$ cat src/rtl/bcd_to_binary.sv
// ----------------------------------------------------------------------------
// bcd_to_binary : multi-cycle packed-BCD to unsigned binary converter
//                 (reverse double-dabble, one digit corrected per cycle)
// Revision      : 1.0
// ----------------------------------------------------------------------------
`default_nettype none

module bcd_to_binary #(
  parameter int OUTPUT_LENGTH = 8,
  parameter int N_DIGITS      = 2
) (
  input  logic                     clock,
  input  logic                     reset_n,
  input  logic                     start,
  input  logic [N_DIGITS*4-1:0]    bcd,
  output logic [OUTPUT_LENGTH-1:0] binary,
  output logic                     completed,
  output logic                     invalid
);

  localparam int c_BCD_W = N_DIGITS * 4;
  localparam int c_SC_W  = (OUTPUT_LENGTH > 1) ? $clog2(OUTPUT_LENGTH) : 1;
  localparam int c_DI_W  = (N_DIGITS > 1) ? $clog2(N_DIGITS) : 1;
  localparam logic [c_SC_W-1:0] c_LAST_SHIFT = c_SC_W'(OUTPUT_LENGTH - 1);
  localparam logic [c_DI_W-1:0] c_LAST_DIGIT = c_DI_W'(N_DIGITS - 1);

  typedef enum logic [2:0] {
    S_IDLE          = 3'd0,
    S_SHIFT         = 3'd1,
    S_CHECK_SHIFT   = 3'd2,
    S_SUBTRACT      = 3'd3,
    S_CHECK_DIGIT   = 3'd4,
    S_FINISHED      = 3'd5
  } state_t;

  state_t                   r_state;
  state_t                   w_state_next;
  logic [c_BCD_W-1:0]       r_bcd_buf;
  logic [OUTPUT_LENGTH-1:0] r_bin_buf;
  logic                     r_invalid_buf;
  logic [c_SC_W-1:0]        r_shift_count;
  logic [c_DI_W-1:0]        r_digit_index;
  logic                     w_any_invalid;
  logic [c_BCD_W-1:0]       w_bcd_sub;

  always_comb begin
    w_any_invalid = 1'b0;
    for (int d = 0; d < N_DIGITS; d++) begin
      if (bcd[d*4 +: 4] > 4'd9) w_any_invalid = 1'b1;
    end
  end

  // Only the nibble selected by r_digit_index is corrected this cycle.
  always_comb begin
    w_bcd_sub = r_bcd_buf;
    for (int d = 0; d < N_DIGITS; d++) begin
      if ((c_DI_W'(d) == r_digit_index) && r_bcd_buf[d*4+3]) begin
        w_bcd_sub[d*4 +: 4] = r_bcd_buf[d*4 +: 4] - 4'd3;
      end
    end
  end

  always_ff @(posedge clock or negedge reset_n) begin
    if (!reset_n) r_state <= S_IDLE;
    else          r_state <= w_state_next;
  end

  always_comb begin
    w_state_next = S_IDLE;
    case (r_state)
      S_IDLE:        w_state_next = start ? S_SHIFT : S_IDLE;
      S_SHIFT:       w_state_next = S_CHECK_SHIFT;
      S_CHECK_SHIFT: w_state_next = (r_shift_count == c_LAST_SHIFT) ? S_FINISHED : S_SUBTRACT;
      S_SUBTRACT:    w_state_next = S_CHECK_DIGIT;
      S_CHECK_DIGIT: w_state_next = (r_digit_index == c_LAST_DIGIT) ? S_SHIFT : S_SUBTRACT;
      S_FINISHED:    w_state_next = S_IDLE;
      default:       w_state_next = S_IDLE;
    endcase
  end

  always_ff @(posedge clock or negedge reset_n) begin
    if (!reset_n) begin
      r_bcd_buf     <= '0;
      r_bin_buf     <= '0;
      r_invalid_buf <= 1'b0;
      r_shift_count <= '0;
      r_digit_index <= '0;
      binary        <= '0;
      completed     <= 1'b0;
      invalid       <= 1'b0;
    end else begin
      case (r_state)
        S_IDLE: begin
          completed <= 1'b0;
          if (start) begin
            r_bcd_buf     <= bcd;
            r_bin_buf     <= '0;
            r_invalid_buf <= w_any_invalid;
          end
        end
        S_SHIFT: begin
          {r_bcd_buf, r_bin_buf} <= {r_bcd_buf, r_bin_buf} >> 1;
        end
        S_CHECK_SHIFT: begin
          if (r_shift_count == c_LAST_SHIFT) r_shift_count <= '0;
          else                               r_shift_count <= r_shift_count + 1'b1;
        end
        S_SUBTRACT: begin
          r_bcd_buf <= w_bcd_sub;
        end
        S_CHECK_DIGIT: begin
          if (r_digit_index == c_LAST_DIGIT) r_digit_index <= '0;
          else                               r_digit_index <= r_digit_index + 1'b1;
        end
        S_FINISHED: begin
          binary    <= r_bin_buf;
          invalid   <= r_invalid_buf;
          completed <= 1'b1;
        end
        default: ;
      endcase
    end
  end

endmodule

`default_nettype wire

$ cat config.mk
export PLATFORM = sky130hd
export DESIGN_NAME = bcd_to_binary
export DESIGN_NICKNAME = d
export VERILOG_FILES = /design/src/rtl/bcd_to_binary.sv
export SDC_FILE = /design/constraint.sdc
export NUM_CORES = 1
export LEC_CHECK = 0
export CORE_MARGIN = 5
export CORE_UTILIZATION = 45
export CTS_CLUSTER_DIAMETER = 60
export CTS_CLUSTER_SIZE = 8
export DETAILED_ROUTE_END_ITERATION = 6
export PLACE_DENSITY = 0.72
export RECOVER_POWER = 100
export SLEW_MARGIN = 40
export SYNTH_ARGS = -nofsm -noshare
export SYNTH_HDL_FRONTEND = slang
export SYNTH_SLANG_ARGS = --single-unit
$ cat constraint.sdc
create_clock -name clock -period 2.85 [get_ports clock]
set_clock_uncertainty 0.05 [all_clocks]
set_input_delay 0.285 -clock clock [delete_from_list [all_inputs] [get_ports clock]]
set_output_delay 0.285 -clock clock [all_outputs]
set_load 0.005 [all_outputs]
==> flow_metrics.py, run 1 <==
metrics = {
    "outcome": {
        "status": "completed",
    },
    "synthesis": {
        "avgSynthCellArea_sq_um": 11.3,
        "ys_ff_latch": 34,
        "synth_top_area_frac": 0.519,
        "yosysTopAreaCell": "dfrtp_1",
        "synth_ff_type": "dfrtp_1",
        "synth_top_family_by_area": "compound AO/OA/AOI/OAI gates",
        "yosys_warnings": 0,
        "synthXorXnorAreaFrac": 0.00535,
        "synthTopCellsByCount": "dfrtp_1, mux2_2, nand2_1",
        "syn_inst": 145,
        "synthArstFlopShare": 1.00,
        "synth_edf_count": 0,
        "synth_compound_area_frac": 0.146,
        "synthTopCellsByArea": "dfrtp_1, mux2_2, a22o_1",
        "synth.yosys.seq_area_share": 0.519,
        "synth_area_sq_um": 1640,
        "synthSimpleGateAreaFrac": 0.126,
        "synth_cell_types": 35,
        "synth_mux_area_frac": 0.134,
        "syn_nets": 160,
        "yosys.cell_count.top_type": "dfrtp_1",
        "yosys.area_share.adder": 0.0306,
    },
    "floorplan": {
        "ios": 21,
        "rows": 22,
        "die_w_microns": 70.3,
        "core_area_sq_um": 3610,
        "die_area_sq_um": 4950,
        "start_util": 0.454,
        "die_h_microns": 70.3,
    },
    "setup_path": {
        "end_kind": "flip-flop",
        "regToRegSetupSlack_ns": 0.71,
        "rr_startpoint": "r_state[1]$_DFF_PN0_",
        "arrival_ns": 2.26,
        "worstPathMaxFanout": 19,
        "path_delay_family": "flip-flops",
        "path_cells": "nor2_1 > and2_0 > a221o_1 > mux2_2",
        "slowest_stage": "dfrtp_1",
        "cp-endpoint": "r_bcd_buf[4]$_DFFE_PN0P_",
        "crit_cells": 4,
        "crit_start": "r_state[1]$_DFF_PN0_",
        "cp-start-kind": "flip-flop",
        "r2r_end": "r_bcd_buf[4]$_DFFE_PN0P_",
        "worst_r2r_path_depth": 4,
        "worstSetupPathType": "flip-flop to flip-flop",
        "crit_buf_inv": 0,
        "critPathRequiredTime_ns": 2.97,
        "slowest_delay_ns": 0.74,
    },
    "timing": {
        "post-route-period-util": 0.751,
        "tns_ns": 0,
        "tightest_slew_ns": 0.630,
        "slew_violations": 0,
        "min_period_ns": 2.14,
        "hold_violations": 0,
        "holdWs_ns": 0.422,
        "rsz0062_at_grt": "no",
        "fmax_ghz": 0.467,
        "timing.final.setup_violations": 0,
        "slew_headroom": 0.580,
    },
    "placed_design": {
        "place.port_buffers": 20,
        "gp_congestion": 0.785,
        "hpwl_microns": 2140,
    },
    "finish": {
        "diodes": 0,
        "drive_gt1_frac": 0.151,
        "syn_to_final_growth_pct": 18.6,
        "layout.nets": 180,
    },
    "clock_tree": {
        "cts_setup_buffers": 0,
        "h-tree-depth": 2,
        "cts-resized-gates": 0,
        "clock-sinks": 34,
        "tritoncts": "yes",
        "cts_hold_buf": 0,
        "cts_buffers": 5,
        "cts_root_buf": "clkbuf_8",
        "clk_path_buf_depth": 2,
        "cts.clk_slew.worst_paths_ns": 0.07,
        "clock_latency_ns": 0.28,
    },
    "global_route": {
        "grt.total_usage": 0.136,
        "grt-ovfl-total": 0,
        "grt_use_met1": 0.177,
        "use_met3": 0.0388,
        "grt_pass1_vias": 1195,
        "grt_max_degree": 35,
        "grt_pass1_wl_microns": 5420,
        "top_usage_layer": "met2",
        "antenna_found_initial": 0,
        "grt_util_met2": 0.216,
    },
    "power": {
        "ir_drop_v": 0.000472,
        "power_density_nw_per_um2": 1070,
        "p_leak_nw": 0.903,
    },
    "drt": {
        "drtIter0Drc": 44,
        "wl_per_cell_microns": 14.1,
        "dr.pass1.iters": 4,
        "vias": 1146,
        "final_antenna_net_count": 0,
        "via_per_inst": 5.36,
        "drc_errors": 0,
        "routed_wl_microns": 3020,
    },
    "min_path": {
        "hold_path.class": "primary input to asynchronous set/reset pin",
    },
    "run": {
        "maxCapViolations": 0,
    },
}
[layout make-up]
type | count | area [sq um]
clock buffers | 6 | 82.6
fillers | 333 | 1660
clock inverters | 2 | 12.5
repair buffers | 21 | 208
inverters | 3 | 11.3
flip-flops and latches | 34 | 851
well taps | 48 | 60.1
multi-input cells | 100 | 718
[cell usage in the layout, fill, tap and decap left out, drive strengths merged, types with 2 or more instances in the layout]
cell type,netlist,layout
nand2b,3,3
o21bai,2,2
ha,4,4
mux2,15,15
a22o,9,9
mux2i,5,5
nor3b,3,3
nand3,2,2
clkdlybuf4s50,0,9
o21ai,11,11
nor2,11,11
nor4b,2,2
clkbuf,1,6
nand3b,2,2
nor3,3,3
nand2,11,11
a21oi,5,5
o22ai,2,2
dfrtp,34,34
dlygate4sd3,0,11
inv,3,3
[state kept, by name, indices dropped and copies added, names as in the netlist]
signal,count
binary,8
r_state,3
r_bcd_buf,8
r_invalid_buf,1
r_bin_buf,8
r_digit_index,1
invalid,1
r_shift_count,3
completed,1
[how the worst min path moves through the flow]
stage                     slack (ns)                      endpoint  depth (start not counted)                     start
final                           0.42         binary[0]$_DFFE_PN0P_                          2                   reset_n
after detailed placement        0.44      r_bin_buf[0]$_DFFE_PN0P_                          1  r_bin_buf[0]$_DFFE_PN0P_
after global placement          0.44      r_bin_buf[0]$_DFFE_PN0P_                          1  r_bin_buf[0]$_DFFE_PN0P_
after global routing            0.48         binary[0]$_DFFE_PN0P_                          2                   reset_n
after CTS                       0.36  r_shift_count[0]$_DFFE_PN0P_                          2                   reset_n
after floorplan                -0.06         binary[0]$_DFFE_PN0P_                          0                   reset_n
[routing by layer]
metal / up-vias / routed length (microns)
li1: 565 / -
met1: 548 / 1460
met2: 31 / 1410
met3: 2 / 132
met4: 0 / 15
met5: - / 0
[power by group]
part	total [mW]	switching (mW)	internal, mW
Sequential	0.897	0.223	0.674
Combinational	0.815	0.386	0.429
Clock	0.365	0.171	0.194
[cell families (layout without fill, tap and decap cells)]
| family | Yosys count | count (layout) |
|---|---|---|
| buffers and inverters | 11 | 32 |
| XOR/XNOR | 1 | 1 |
| AND/OR/NAND/NOR | 40 | 40 |
| AO/OA/AOI/OAI | 35 | 35 |
| flip-flops | 34 | 34 |
| adder cells (fa/ha/maj) | 4 | 4 |
| multiplexers | 20 | 20 |
[stage by stage]
step | instance area, sq um | std cells | power (mW) | setup WS (ns) | util
2_1_floorplan | 1640 | 145 | 1.54 | 1.35 | -
3_3_place_gp | 1850 | 206 | 1.72 | 0.983 | 0.514
3_5_place_dp | 1850 | 206 | 1.76 | 0.933 | 0.514
4_1_cts | 1950 | 214 | 2.13 | 0.930 | 0.540
5_1_grt | 1940 | 214 | 2.25 | 0.609 | 0.539
6_report | 1940 | 214 | 2.08 | 0.709 | 0.539
Note: power is estimated with default switching activity, not from simulation.
==> run 2, diff against run 1 <==
--- a/config.mk
+++ b/config.mk
@@ -10,7 +10,7 @@
 export CTS_CLUSTER_DIAMETER = 60
 export CTS_CLUSTER_SIZE = 8
 export DETAILED_ROUTE_END_ITERATION = 6
-export PLACE_DENSITY = 0.72
+export PLACE_DENSITY = 0.75
 export RECOVER_POWER = 100
 export SLEW_MARGIN = 40
 export SYNTH_ARGS = -nofsm -noshare
==> constraint.sdc (replaced) <==
create_clock -name clock -period 1.9 [get_ports clock]
set_clock_uncertainty 0.05 [all_clocks]
set_input_delay 0.19 -clock clock [delete_from_list [all_inputs] [get_ports clock]]
set_output_delay 0.19 -clock clock [all_outputs]
set_load 0.005 [all_outputs]
==> flow_metrics.py, run 2 (same netlist as run 1, synthesis figures left out) <==
metrics = {
    "drt": {
        "drtIter0Drc": 41,
        "drc_errors": 0,
        "vias": 1187,
        "wl_per_cell_microns": 15.1,
        "final_antenna_net_count": 0,
        "dr.pass1.iters": 4,
        "routed_wl_microns": 3310,
        "via_per_inst": 5.42,
    },
    "run": {
        "maxCapViolations": 0,
    },
    "finish": {
        "fillerInstances": 333,
        "layout.nets": 185,
        "drive_gt1_frac": 0.158,
        "multiInputGateArea_sq_um": 719,
        "final_cell_mix": "dfrtp_1, mux2_2, nand2_1, dlygate4sd3_1",
        "regArea_sq_um": 851,
        "diodes": 0,
        "top_regs": "binary: 8 flops, r_bcd_buf: 8 flops, r_bin_buf: 8 flops",
        "syn_to_final_growth_pct": 19.8,
        "final_common_cell": "dfrtp_1",
    },
    "timing": {
        "post-route-period-util": 0.917,
        "tns_ns": 0,
        "fin_ws_ns": 0.157,
        "slew_headroom": 0.433,
        "tightest_slew_ns": 0.850,
        "hold_violations": 0,
        "min_period_ns": 1.74,
        "fmax_ghz": 0.574,
        "timing.final.setup_violations": 0,
        "rsz0062_at_grt": "no",
        "slew_violations": 0,
    },
    "placed_design": {
        "gp_congestion": 0.817,
        "hpwl_microns": 2380,
        "place.port_buffers": 20,
        "dp_slack_ns": 0.187,
    },
    "setup_path": {
        "critPathRequiredTime_ns": 2.02,
        "worstPathMaxFanout": 11,
        "r2r_end": "r_bcd_buf[4]$_DFFE_PN0P_",
        "worst_r2r_path_depth": 4,
        "cp-start-kind": "flip-flop",
        "cp-endpoint": "r_bcd_buf[4]$_DFFE_PN0P_",
        "worstSetupPathType": "flip-flop to flip-flop",
        "end_kind": "flip-flop",
        "rr_startpoint": "r_state[2]$_DFF_PN0_",
        "arrival_ns": 1.86,
        "regToRegSetupSlack_ns": 0.16,
        "crit_start": "r_state[2]$_DFF_PN0_",
    },
    "global_route": {
        "antenna_found_initial": 0,
        "grt.total_usage": 0.140,
        "grt_max_degree": 35,
        "grt_pass1_wl_microns": 5550,
        "grt_pass1_vias": 1230,
        "grt-ovfl-total": 0,
    },
    "floorplan": {
        "ios": 21,
        "die_h_microns": 70.3,
        "core_area_sq_um": 3610,
        "die_area_sq_um": 4950,
        "die_w_microns": 70.3,
        "rows": 22,
        "start_util": 0.454,
    },
    "clock_tree": {
        "cts_hold_buf": 0,
        "cts_setup_buffers": 0,
        "cts.clk_slew.worst_paths_ns": 0.07,
        "cts_root_buf": "clkbuf_8",
        "h-tree-depth": 2,
        "cts_buffers": 5,
        "clock_latency_ns": 0.28,
        "cts-resized-gates": 0,
        "tritoncts": "yes",
        "clk_path_buf_depth": 2,
        "clock-sinks": 34,
    },
    "power": {
        "power_density_nw_per_um2": 1630,
        "ir_drop_v": 0.000653,
        "p_leak_nw": 0.918,
    },
    "outcome": {
        "status": "completed",
    },
    "min_path": {
        "hold_path.class": "flip-flop to flip-flop",
    },
}
run 2: changes by cell type in the layout (fill, tap and decap cells not counted), sizes merged:
| cell | delta |
|---|---|
| clkinvlp | -1 |
| clkbuf | +6 |
run 2: area by class of cell:
| cell class | instances | area share |
|---|---|---|
| repair buffers | 26 | 0.117 |
| well taps | 48 | 0.0306 |
| clock buffers | 7 | 0.0440 |
| clock inverters | 1 | 0.00255 |
| inverters | 3 | 0.00574 |
| flip-flops and latches | 34 | 0.434 |
| multi-input cells | 100 | 0.367 |
run 2: how the worst min path moves through the flow:
stage | slack (ns) | to | start | depth (start not counted)
after floorplan | -0.16 | binary[0]$_DFFE_PN0P_ | reset_n | 0
final | 0.45 | binary[2]$_DFFE_PN0P_ | binary[2]$_DFFE_PN0P_ | 1
after global placement | 0.44 | r_bin_buf[0]$_DFFE_PN0P_ | r_bin_buf[0]$_DFFE_PN0P_ | 1
after detailed placement | 0.44 | r_bin_buf[0]$_DFFE_PN0P_ | r_bin_buf[0]$_DFFE_PN0P_ | 1
after global routing | 0.46 | binary[4]$_DFFE_PN0P_ | binary[4]$_DFFE_PN0P_ | 1
after CTS | 0.27 | r_state[0]$_DFF_PN0_ | reset_n | 2
run 2: stage by stage:
stage	instance area, sq um	hold slack (ns)	total power [mW]	instances	util
2_1_floorplan	1640	-0.156	2.30	145	-
4_1_cts	1980	0.270	3.30	219	0.550
6_report	1960	0.447	3.20	219	0.544
3_3_place_gp	1890	0.436	2.65	211	0.524
3_5_place_dp	1890	0.445	2.75	211	0.524
5_1_grt	1960	0.464	3.45	219	0.544
run 2: power breakdown:
| part | leakage [nW] | internal (mW) | total, mW | switching, mW |
|---|---|---|---|---|
| registers | 0.440 | 1.01 | 1.31 | 0.295 |
| clock network | 0.0482 | 0.292 | 0.540 | 0.248 |
| logic | 0.430 | 0.689 | 1.35 | 0.662 |
| total | 0.918 | 1.99 | 3.20 | 1.21 |
run 2: routing by layer:
metal | share of wire | global-route usage | vias to the layer above
met3 | 0.058 | 0.0475 | 8
met2 | 0.48 | 0.229 | 33
met5 | 0 | 0 | -
met4 | 0.018 | 0.0511 | 0
met1 | 0.45 | 0.172 | 574
li1 | - | - | 572
run 2: critical path, cell delays in order, from the launching register on:
cell,delay (ns)
dfrtp_1,0.56
nand2b_1,0.36
nor3b_1,0.12
a221o_1,0.28
mux2_2,0.27
==> run 3, diff against run 2 <==
--- a/config.mk
+++ b/config.mk
@@ -16,3 +16,4 @@
 export SYNTH_ARGS = -nofsm -noshare
 export SYNTH_HDL_FRONTEND = slang
 export SYNTH_SLANG_ARGS = --single-unit
+export TNS_END_PERCENT = 100
==> results of run 3 <==
The final DEF is identical to that of run 2; final timing and power are the same.
